### config.mk
export PLATFORM = sky130hd
export DESIGN_NAME = jt12_pg_sched
export DESIGN_NICKNAME = d
export VERILOG_FILES = /design/src/rtl/jt12_pg_sched.sv
export SDC_FILE = /design/constraint.sdc
export NUM_CORES = 1
export LEC_CHECK = 0
export CAP_MARGIN = 25
export CORE_MARGIN = 5
export CORE_UTILIZATION = 51
export DETAILED_ROUTE_END_ITERATION = 10
export GPL_TIMING_DRIVEN = 0
export PLACE_DENSITY = 0.76
export SLEW_MARGIN = 10
export SYNTH_ARGS = -nofsm -noshare
export SYNTH_HDL_FRONTEND = slang
export SYNTH_SLANG_ARGS = --single-unit
### constraint.sdc
create_clock -name clk -period 1.5 [get_ports clk]
set_input_delay 0.3 -clock clk [delete_from_list [all_inputs] [get_ports clk]]
set_output_delay 0.3 -clock clk [all_outputs]
set_load 0.01 [all_outputs]
### src/rtl/jt12_pg_sched.sv
`default_nettype none
//------------------------------------------------------------------------------
// Module      : jt12_pg_sched
// Description : Time-multiplexed frequency scheduler for the phase generator.
//               Holds the per-channel block/F-number registers, including
//               high-byte latching and the channel-3 special-mode operator
//               frequencies. Walks the 24 operator slots, drives a shared
//               phase incrementer and registers its result per slot.
// Revision    : 1.0 - initial release
//------------------------------------------------------------------------------
module jt12_pg_sched #(
    parameter int NUM_CH = 6,
    parameter int NUM_OP = 4
) (
    input  logic        clk,
    input  logic        rst,
    input  logic        cen,
    input  logic        wr,
    input  logic [3:0]  wr_addr,
    input  logic        wr_hi,
    input  logic [7:0]  din,
    input  logic        ch3_mode,
    input  logic [7:0]  pm_offset,
    output logic [2:0]  inc_block,
    output logic [10:0] inc_fnum,
    output logic [7:0]  inc_pm,
    input  logic [16:0] inc_phinc,
    output logic [16:0] phinc,
    output logic [4:0]  phinc_slot,
    output logic [2:0]  phinc_ch,
    output logic [1:0]  phinc_op,
    output logic        phinc_valid
);

    localparam int NUM_SP   = 3;
    localparam logic [2:0] CH_LAST = 3'(NUM_CH - 1);
    localparam logic [1:0] OP_LAST = 2'(NUM_OP - 1);
    localparam logic [2:0] CH_SPECIAL = 3'd2;

    // Frequency storage: each entry is {block[2:0], fnum[10:0]}
    logic [13:0] ch_reg_q [NUM_CH];
    logic [13:0] ch_reg_d [NUM_CH];
    logic [13:0] sp_reg_q [NUM_SP];
    logic [13:0] sp_reg_d [NUM_SP];
    // High-byte latches: {block[2:0], fnum[10:8]}
    logic [5:0]  latch_a_q, latch_a_d;
    logic [5:0]  latch_b_q, latch_b_d;

    // Slot counters
    logic [2:0]  ch_cnt_q, ch_cnt_d;
    logic [1:0]  op_cnt_q, op_cnt_d;

    // Select stage
    logic [2:0]  sel_block_q, sel_block_d;
    logic [10:0] sel_fnum_q, sel_fnum_d;
    logic [7:0]  sel_pm_q, sel_pm_d;
    logic [2:0]  sel_ch_q, sel_ch_d;
    logic [1:0]  sel_op_q, sel_op_d;

    // Capture stage
    logic        primed_q, primed_d;
    logic [16:0] phinc_q, phinc_d;
    logic [4:0]  phinc_slot_q, phinc_slot_d;
    logic [2:0]  phinc_ch_q, phinc_ch_d;
    logic [1:0]  phinc_op_q, phinc_op_d;
    logic        phinc_valid_q, phinc_valid_d;

    logic        w_addr_ch;
    logic        w_addr_sp;
    logic        w_use_sp;
    logic [13:0] w_sel_reg;
    logic [4:0]  w_sel_slot;

    assign w_addr_ch  = (wr_addr <= 4'd5);
    assign w_addr_sp  = (wr_addr >= 4'd8) && (wr_addr <= 4'd10);
    assign w_use_sp   = ch3_mode && (ch_cnt_q == CH_SPECIAL) && (op_cnt_q != 2'd3);
    assign w_sel_slot = 5'(sel_op_q) * 5'(NUM_CH) + 5'(sel_ch_q);

    // Frequency source for the slot currently pointed at by the counters
    always_comb begin
        w_sel_reg = ch_reg_q[ch_cnt_q];
        if (w_use_sp) begin
            w_sel_reg = sp_reg_q[op_cnt_q];
        end
    end

    // Register writes: high byte only loads the latch, low byte commits
    always_comb begin
        ch_reg_d  = ch_reg_q;
        sp_reg_d  = sp_reg_q;
        latch_a_d = latch_a_q;
        latch_b_d = latch_b_q;
        if (wr) begin
            if (wr_hi) begin
                if (w_addr_ch) begin
                    latch_a_d = din[5:0];
                end else if (w_addr_sp) begin
                    latch_b_d = din[5:0];
                end
            end else begin
                if (w_addr_ch) begin
                    ch_reg_d[wr_addr[2:0]] = {latch_a_q, din};
                end else if (w_addr_sp) begin
                    sp_reg_d[wr_addr[1:0]] = {latch_b_q, din};
                end
            end
        end
    end

    // Slot walk, selection and incrementer result capture
    always_comb begin
        ch_cnt_d      = ch_cnt_q;
        op_cnt_d      = op_cnt_q;
        sel_block_d   = sel_block_q;
        sel_fnum_d    = sel_fnum_q;
        sel_pm_d      = sel_pm_q;
        sel_ch_d      = sel_ch_q;
        sel_op_d      = sel_op_q;
        primed_d      = primed_q;
        phinc_d       = phinc_q;
        phinc_slot_d  = phinc_slot_q;
        phinc_ch_d    = phinc_ch_q;
        phinc_op_d    = phinc_op_q;
        phinc_valid_d = 1'b0;
        if (cen) begin
            if (ch_cnt_q == CH_LAST) begin
                ch_cnt_d = 3'd0;
                op_cnt_d = (op_cnt_q == OP_LAST) ? 2'd0 : op_cnt_q + 2'd1;
            end else begin
                ch_cnt_d = ch_cnt_q + 3'd1;
            end
            sel_block_d = w_sel_reg[13:11];
            sel_fnum_d  = w_sel_reg[10:0];
            sel_pm_d    = pm_offset;
            sel_ch_d    = ch_cnt_q;
            sel_op_d    = op_cnt_q;
            primed_d    = 1'b1;
            // The select stage is empty until the first cen after reset
            if (primed_q) begin
                phinc_d       = inc_phinc;
                phinc_slot_d  = w_sel_slot;
                phinc_ch_d    = sel_ch_q;
                phinc_op_d    = sel_op_q;
                phinc_valid_d = 1'b1;
            end
        end
    end

    // State update with synchronous reset taking priority over wr and cen
    always_ff @(posedge clk) begin
        if (rst) begin
            for (int i = 0; i < NUM_CH; i++) ch_reg_q[i] <= '0;
            for (int i = 0; i < NUM_SP; i++) sp_reg_q[i] <= '0;
            latch_a_q     <= '0;
            latch_b_q     <= '0;
            ch_cnt_q      <= '0;
            op_cnt_q      <= '0;
            sel_block_q   <= '0;
            sel_fnum_q    <= '0;
            sel_pm_q      <= '0;
            sel_ch_q      <= '0;
            sel_op_q      <= '0;
            primed_q      <= 1'b0;
            phinc_q       <= '0;
            phinc_slot_q  <= '0;
            phinc_ch_q    <= '0;
            phinc_op_q    <= '0;
            phinc_valid_q <= 1'b0;
        end else begin
            ch_reg_q      <= ch_reg_d;
            sp_reg_q      <= sp_reg_d;
            latch_a_q     <= latch_a_d;
            latch_b_q     <= latch_b_d;
            ch_cnt_q      <= ch_cnt_d;
            op_cnt_q      <= op_cnt_d;
            sel_block_q   <= sel_block_d;
            sel_fnum_q    <= sel_fnum_d;
            sel_pm_q      <= sel_pm_d;
            sel_ch_q      <= sel_ch_d;
            sel_op_q      <= sel_op_d;
            primed_q      <= primed_d;
            phinc_q       <= phinc_d;
            phinc_slot_q  <= phinc_slot_d;
            phinc_ch_q    <= phinc_ch_d;
            phinc_op_q    <= phinc_op_d;
            phinc_valid_q <= phinc_valid_d;
        end
    end

    assign inc_block   = sel_block_q;
    assign inc_fnum    = sel_fnum_q;
    assign inc_pm      = sel_pm_q;
    assign phinc       = phinc_q;
    assign phinc_slot  = phinc_slot_q;
    assign phinc_ch    = phinc_ch_q;
    assign phinc_op    = phinc_op_q;
    assign phinc_valid = phinc_valid_q;

endmodule
`default_nettype wire

## Yosys cells after proc, flatten, opt, wreduce, memory -nomap -nowiden

Cells that the tools add are included.

- Equality and inequality tests: 4
- Bitwise operators: 7
- Mux-type cells: 16
- Magnitude comparators: 9
- Shifts and indexed selects: 0
- Add/sub/neg operators: 3
- $mul: 1
- Reductions and logical operators: 12
- Divide/modulo/power cells: 0

Operator list:

| cell | number |
|---|---|
| $mux 14 | 7 |
| $bwmux 84 | 1 |
| $bmux 14 s3 | 1 |
| $bwmux 42 | 1 |
| $demux 14 s3 | 1 |
| $bmux 14 s2 | 1 |
| $demux 14 s2 | 1 |
| $ge 4x4->1 const B | 3 |
| $not 3->4 | 2 |
| $reduce_and 4->1 | 2 |
| $ge 3x3->1 const B | 2 |
| $not 2->3 | 2 |
| $reduce_and 3->1 | 2 |
| $add 5x3->5 | 1 |
| $logic_and 1x1->1 | 5 |
| $le 4x3->1 const B | 1 |
| $le 4x4->1 const B | 1 |
| $lt 4x1->1 const B | 1 |
| $mul 2x2->4 const B | 1 |
| $reduce_and 2->1 | 2 |
| $add 3x1->3 const B | 1 |
| $eq 3x2->1 const B | 1 |
| $eq 3x3->1 const B | 1 |
| $lt 3x1->1 const B | 1 |
| 8 further kinds | 10 |

- Bits in registers: 199
- Latch bits: 0
- RAM bits: 0
- Bits of input ports: 43
- Word-level logic and storage cells: 76
- Bits in read-only memories: 0
- Memories kept: 0
- Output and inout bits: 50

## Logic depth before layout (Yosys ltp)

- Word-level depth: 6
- Gate-level depth with buffers: 8
- Gate-level depth less buffers: 8

## Worst setup path after synthesis

Ideal clock, no wire load.

- Path kind: reg-to-reg
- Start: reg op_cnt_q[1]
- End: reg sel_block_q[0], in the netlist inc_block[0]
- Cell stages (with the launch flop): 7
- Library setup time: 0.122 ns
- Buffers on the path: 1
- Slack: -0.115 ns
- Arrival time: 1.494 ns
- Clock period less this slack: 1.615 ns
- Data required time: 1.378 ns
- Cells stage by stage: dfxtp_1 ha_1 nand2b_1 o311ai_4 buf_6 a21oi_1 a221o_1

- Cells in the longest elaborated chain, start to end: 5
- Elaborated cells on any way between the ends: 7
- Classes of those cells: eq/ne: 1; mux: 4; bitwise: 1; reduce/logical: 1

Ends and longest elaborated chain:

| element | RTL line | text |
|---|---|---|
| start, declared | 51 | `logic [1:0] op_cnt_q, op_cnt_d;` |
| start signal, assigned | 175 | `op_cnt_q <= op_cnt_d;` |
| $not 2->3 (not written as such) | 83 | `w_sel_reg = sp_reg_q[op_cnt_q];` |
| $bmux 14 s2 | 83 |  |
| $mux 14 (not written as such) (2 in a row) | 83 |  |
| $mux 14 (*) | 82 | `if (w_use_sp) begin` |
| end signal, assigned | 176 | `sel_block_q <= sel_block_d;` |
| end, declared | 54 | `logic [2:0] sel_block_q, sel_block_d;` |

Every way passes the cells marked *; elsewhere a longest branch is shown, timed or not. The select of a mux whose other input is x is not followed.
A chain may end at the register's enable or synchronous reset.

## Final worst setup path

- Start: reg ch_cnt_q[0]
- End: reg sel_block_q[1], in the netlist inc_block[1]

- Cells in the longest elaborated chain, start to end: 5
- Elaborated cells on any way between the ends: 8
- Classes of those cells: eq/ne: 1; mux: 4; bitwise: 1; reduce/logical: 2

Ends and longest elaborated chain:

| element | RTL line | text |
|---|---|---|
| start, declared | 50 | `logic [2:0] ch_cnt_q, ch_cnt_d;` |
| start signal, assigned | 174 | `ch_cnt_q <= ch_cnt_d;` |
| $not 3->4 (not written as such) | 81 | `w_sel_reg = ch_reg_q[ch_cnt_q];` |
| $bmux 14 s3 | 81 |  |
| $mux 14 (not written as such) (2 in a row) | 81 |  |
| $mux 14 (*) | 82 |  |

Marked as above.

==> run summary <==
The run finished, with violations left. The checks that failed: setup timing. In this run the horizontal extent of the chip is 137.7 um.

The hold-fix buffer count after cts is 0. The die covers 18950 um2. Hold path depth: 4. The final count of pins violating max slew is 0.

Vertical die dimension: 137.7 um. TritonCTS built the clock tree. The analysis attributes to net switching a power of 2.706 mW. After detailed routing, the number of remaining DRC violations is 0.

The post-layout worst setup margin is -0.1833 ns. VDD sags by at most 852.1 uV. By area the synthesized netlist is led by sky130_fd_sc_hd__dfxtp_1 (48%), sky130_fd_sc_hd__mux2i_1 (9.9%), sky130_fd_sc_hd__nand2_1 (8.9%). The instance count of the mapped netlist is 942. The share of Yosys cell area claimed by the top area cell type was 47.69%.

The HPWL after detailed placement is 16.65 mm. At the worst endpoint, the required time is 1.82 ns. The clock network burns 45.0% of the power. The initial utilization of the core area, before any placement, comes to 52.13%. The number of synthesized register bits is 198. Clock edge transition at the registers on the reported setup and hold paths: 0.08 ns.

The type of the tightest min-delay check is in -> reg. The area growth from synthesis to layout works out to 28.01%. In the synthesized netlist the dominant register cell turns out to be sky130_fd_sc_hd__dfxtp_1.

The worst register-to-register path has a depth of 6. During placement, the flow inserted port buffers numbering 88. The routed design could run at a clock period as short as 1.683 ns. The synthesis warning total came out at 0. The worst setup path is launched from a flop. Peak fanout along the critical path: 6. Setup repair after global routing could not meet its margin everywhere.

Across every metal layer, demand over resource in global routing totals 25.06%. In this run the clock root is driven by a sky130_fd_sc_hd__clkbuf_16. Critical path capture point type: a flop. The analysis attributes to cell leakage a power of 4.316 nW.

The clock reaches the later pin of the worst-skew pair after 0.44 ns. Summing all placed instances gives a cell area of 9495 um2. Across the routed clock network, the largest skew measured is 0.008725 ns.

The count of different cell masters after synthesis was 40. Of all cell types, the one taking the most synthesized area is sky130_fd_sc_hd__dfxtp_1. The number of nets in the synthesized netlist is 991. The via count of the first global-routing pass was 6935.

The wire length of the first global-routing pass came out at 36.53 mm. The clock tree buffer depth is 2, and the max-slew headroom at the worst pin is 48.88%. Counting the buffers created by CTS gives 17. The commonest cells after synthesis are sky130_fd_sc_hd__dfxtp_1 (198), sky130_fd_sc_hd__nand2_1 (198), sky130_fd_sc_hd__a21oi_1 (126).

The critical-path cell with the highest stage delay is sky130_fd_sc_hd__dfxtp_4. The tools report the initial antenna violation count as 0. The share of async-settable or async-resettable flops after synthesis was 0%.

The run gives 8312 um2 as the area of the mapped netlist. For this run, the detailed router's first-pass iteration total came to 7. For this run the aggregate overflow at the end of global routing stands at 0. On the worst path, the slowest cell contributes a delay of 0.41 ns. The maximum number of pins on one net before global-route repair was 18; the total of endpoints with negative setup slack in the final report was 15. The final hold violation count is 0.

The tools report the reported max-cap violation count as 0. Across all hold checks on the routed design, the worst slack comes to 0.3360 ns. After detailed routing, the average wire length per cell comes to 18.80 um. STA puts the critical path data arrival time at 2.01 ns. Sequential elements use 47.69% of the synthesized area. Net count reported at finish: 1112. For this block, the initial DRC count from the detailed router was 640. For the pin with the worst max-slew slack, the measured transition is 0.7668 ns. The count of nets left with antenna violations once routing finished came out at 0. The fraction of layout instances using a drive strength above 1 is 18.03%. The floorplan has 46 rows. The region available for standard cell placement spans 15940 um2. The share of total power dissipated in sequential elements is 47.0%.

The repair_antennas step left the layout with diodes totalling 0. Timing would allow up to 0.5941 GHz. Measured on the finished design, the core utilization comes to 66.74%. The run gives 4 as the H-tree depth reported by CTS. By startpoint and endpoint, the worst setup path is classified as reg -> reg. Of the total power, the share spent switching nets is 23.66%. The run gives 10640 um2 as the post-route cell area.

The mean cell area of the mapped netlist was 8.823 um2. Setup total negative slack on the finished layout was measured at -1.963 ns. Using the TritonRoute via totals, the vias-per-cell ratio works out to 5.632.

For this design the ratio of total power to cell area is 1075 nW/um2. The final critical path takes up 112.2% of the cycle. Internal power comes to 8.732 mW.

The clock drives 198 sinks. Total wire length after detailed routing: 24.28 mm. 93 I/O pins were placed. In this run, synthesis inferred 0 flip-flops with an integrated enable.

Of the total power, combinational logic draws 8.0%. The number of vias after detailed routing was 7277. Walking the worst path, the cells encountered are buf_12, buf_8, mux2_4, a22oi_2, a21oi_2, a221o_1. The congestion estimate from routability-driven global placement came to 0.9339.
timing repair:
item,in CTS,in global routing
setup endpoints to repair,203,138
gates resized for setup,133,53
buffers inserted,4,9
pin swaps,19,22
gates cloned,0,1
layout make-up:
type,count,area (um2)
Timing Repair Buffer,102,955.9
Clock buffer,18,439.2
Sequential cell,198,3981
Buffer,78,511.7
Fill cell,1267,5303
Inverter,4,17.52
Tap cell,216,270.3
Clock inverter,14,220.2
Multi-Input combinational cell,662,4244
per-stage QoR:
step                      power [mW]  std cells  setup slack [ns]
after floorplan                5.933        942          -0.04520
after global placement         6.303       1246           -0.7461
after detailed placement       6.310       1246           -0.7739
after CTS                      11.35       1282           -0.1734
after global routing           11.71       1292           -0.2212
final                          11.44       1292           -0.1833
critical path, delay by kind of cell, from the launching register on:
family,cells,cell delay (ns)
mux,1,0.31
flops,1,0.41
buf+inv,2,0.27
compound gates,3,0.58
logic make-up (layout without fill, tap and decap cells):
| family | Yosys count | count (layout) | synth area share, % |
|---|---|---|---|
| flops | 198 | 198 | 47.69 |
| simple gates | 356 | 356 | 18.24 |
| xor+xnor | 3 | 3 | 0.3162 |
| compound gates | 174 | 174 | 12.37 |
| mux | 123 | 123 | 15.43 |
| fa+ha+maj | 6 | 6 | 0.9935 |
| buf+inv | 82 | 216 | 4.953 |
power by group through the flow:
stage / sequential, mW / combinational, mW / clock, mW
after floorplan: 5.50 / 0.431 / 0
after global placement: 5.49 / 0.809 / 0
after detailed placement: 5.50 / 0.814 / 0
after CTS: 5.38 / 0.837 / 5.14
after global routing: 5.39 / 0.967 / 5.36
final: 5.38 / 0.914 / 5.14
cells in the final DEF (no fill, tap or decap), drive strengths merged, types with 4 or more instances in the layout:
cell,instances
nand2,201
dfxtp,198
a21oi,126
mux2i,82
nor2,76
nand3,60
clkbuf,56
buf,55
dlygate4sd2,51
mux2,41
clkdlybuf4s50,32
o21ai,14
a22oi,14
a221o,13
inv,9
bufinv,5
ha,5
nor2b,5
nand2b,4
sequential cells by signal, indices dropped and copies added, names as in the netlist:
name / cells
latch_a_q: 6
op_cnt_q: 2
ch_reg_q: 84
phinc_slot: 5
inc_block: 3
phinc_valid: 1
primed_q: 1
latch_b_q: 6
inc_pm: 8
sel_ch_q: 3
phinc: 17
phinc_op: 2
phinc_ch: 2
sel_op_q: 2
inc_fnum: 11
ch_cnt_q: 3
sp_reg_q: 42
path summary, 6_finish.rpt:
path,endpoint,slack [ns],from
setup / recovery,inc_block[1],-0.18,ch_cnt_q[0]
hold / removal,sp_reg_q[41],0.34,wr_addr[1]
setup reg to reg,inc_block[1],-0.18,ch_cnt_q[0]
hold reg to reg,phinc[11],0.45,phinc[11]
routing by layer:
metal / global-route usage [%] / vias to the layer above / wire (um)
met5: 0.5556 / - / 0
met4: 9.922 / 0 / 543
met2: 40.02 / 295 / 11550
met3: 6.026 / 37 / 2129
met1: 32.65 / 3486 / 10060
li1: - / 3459 / -
Note: power is estimated with default switching activity, not from simulation.
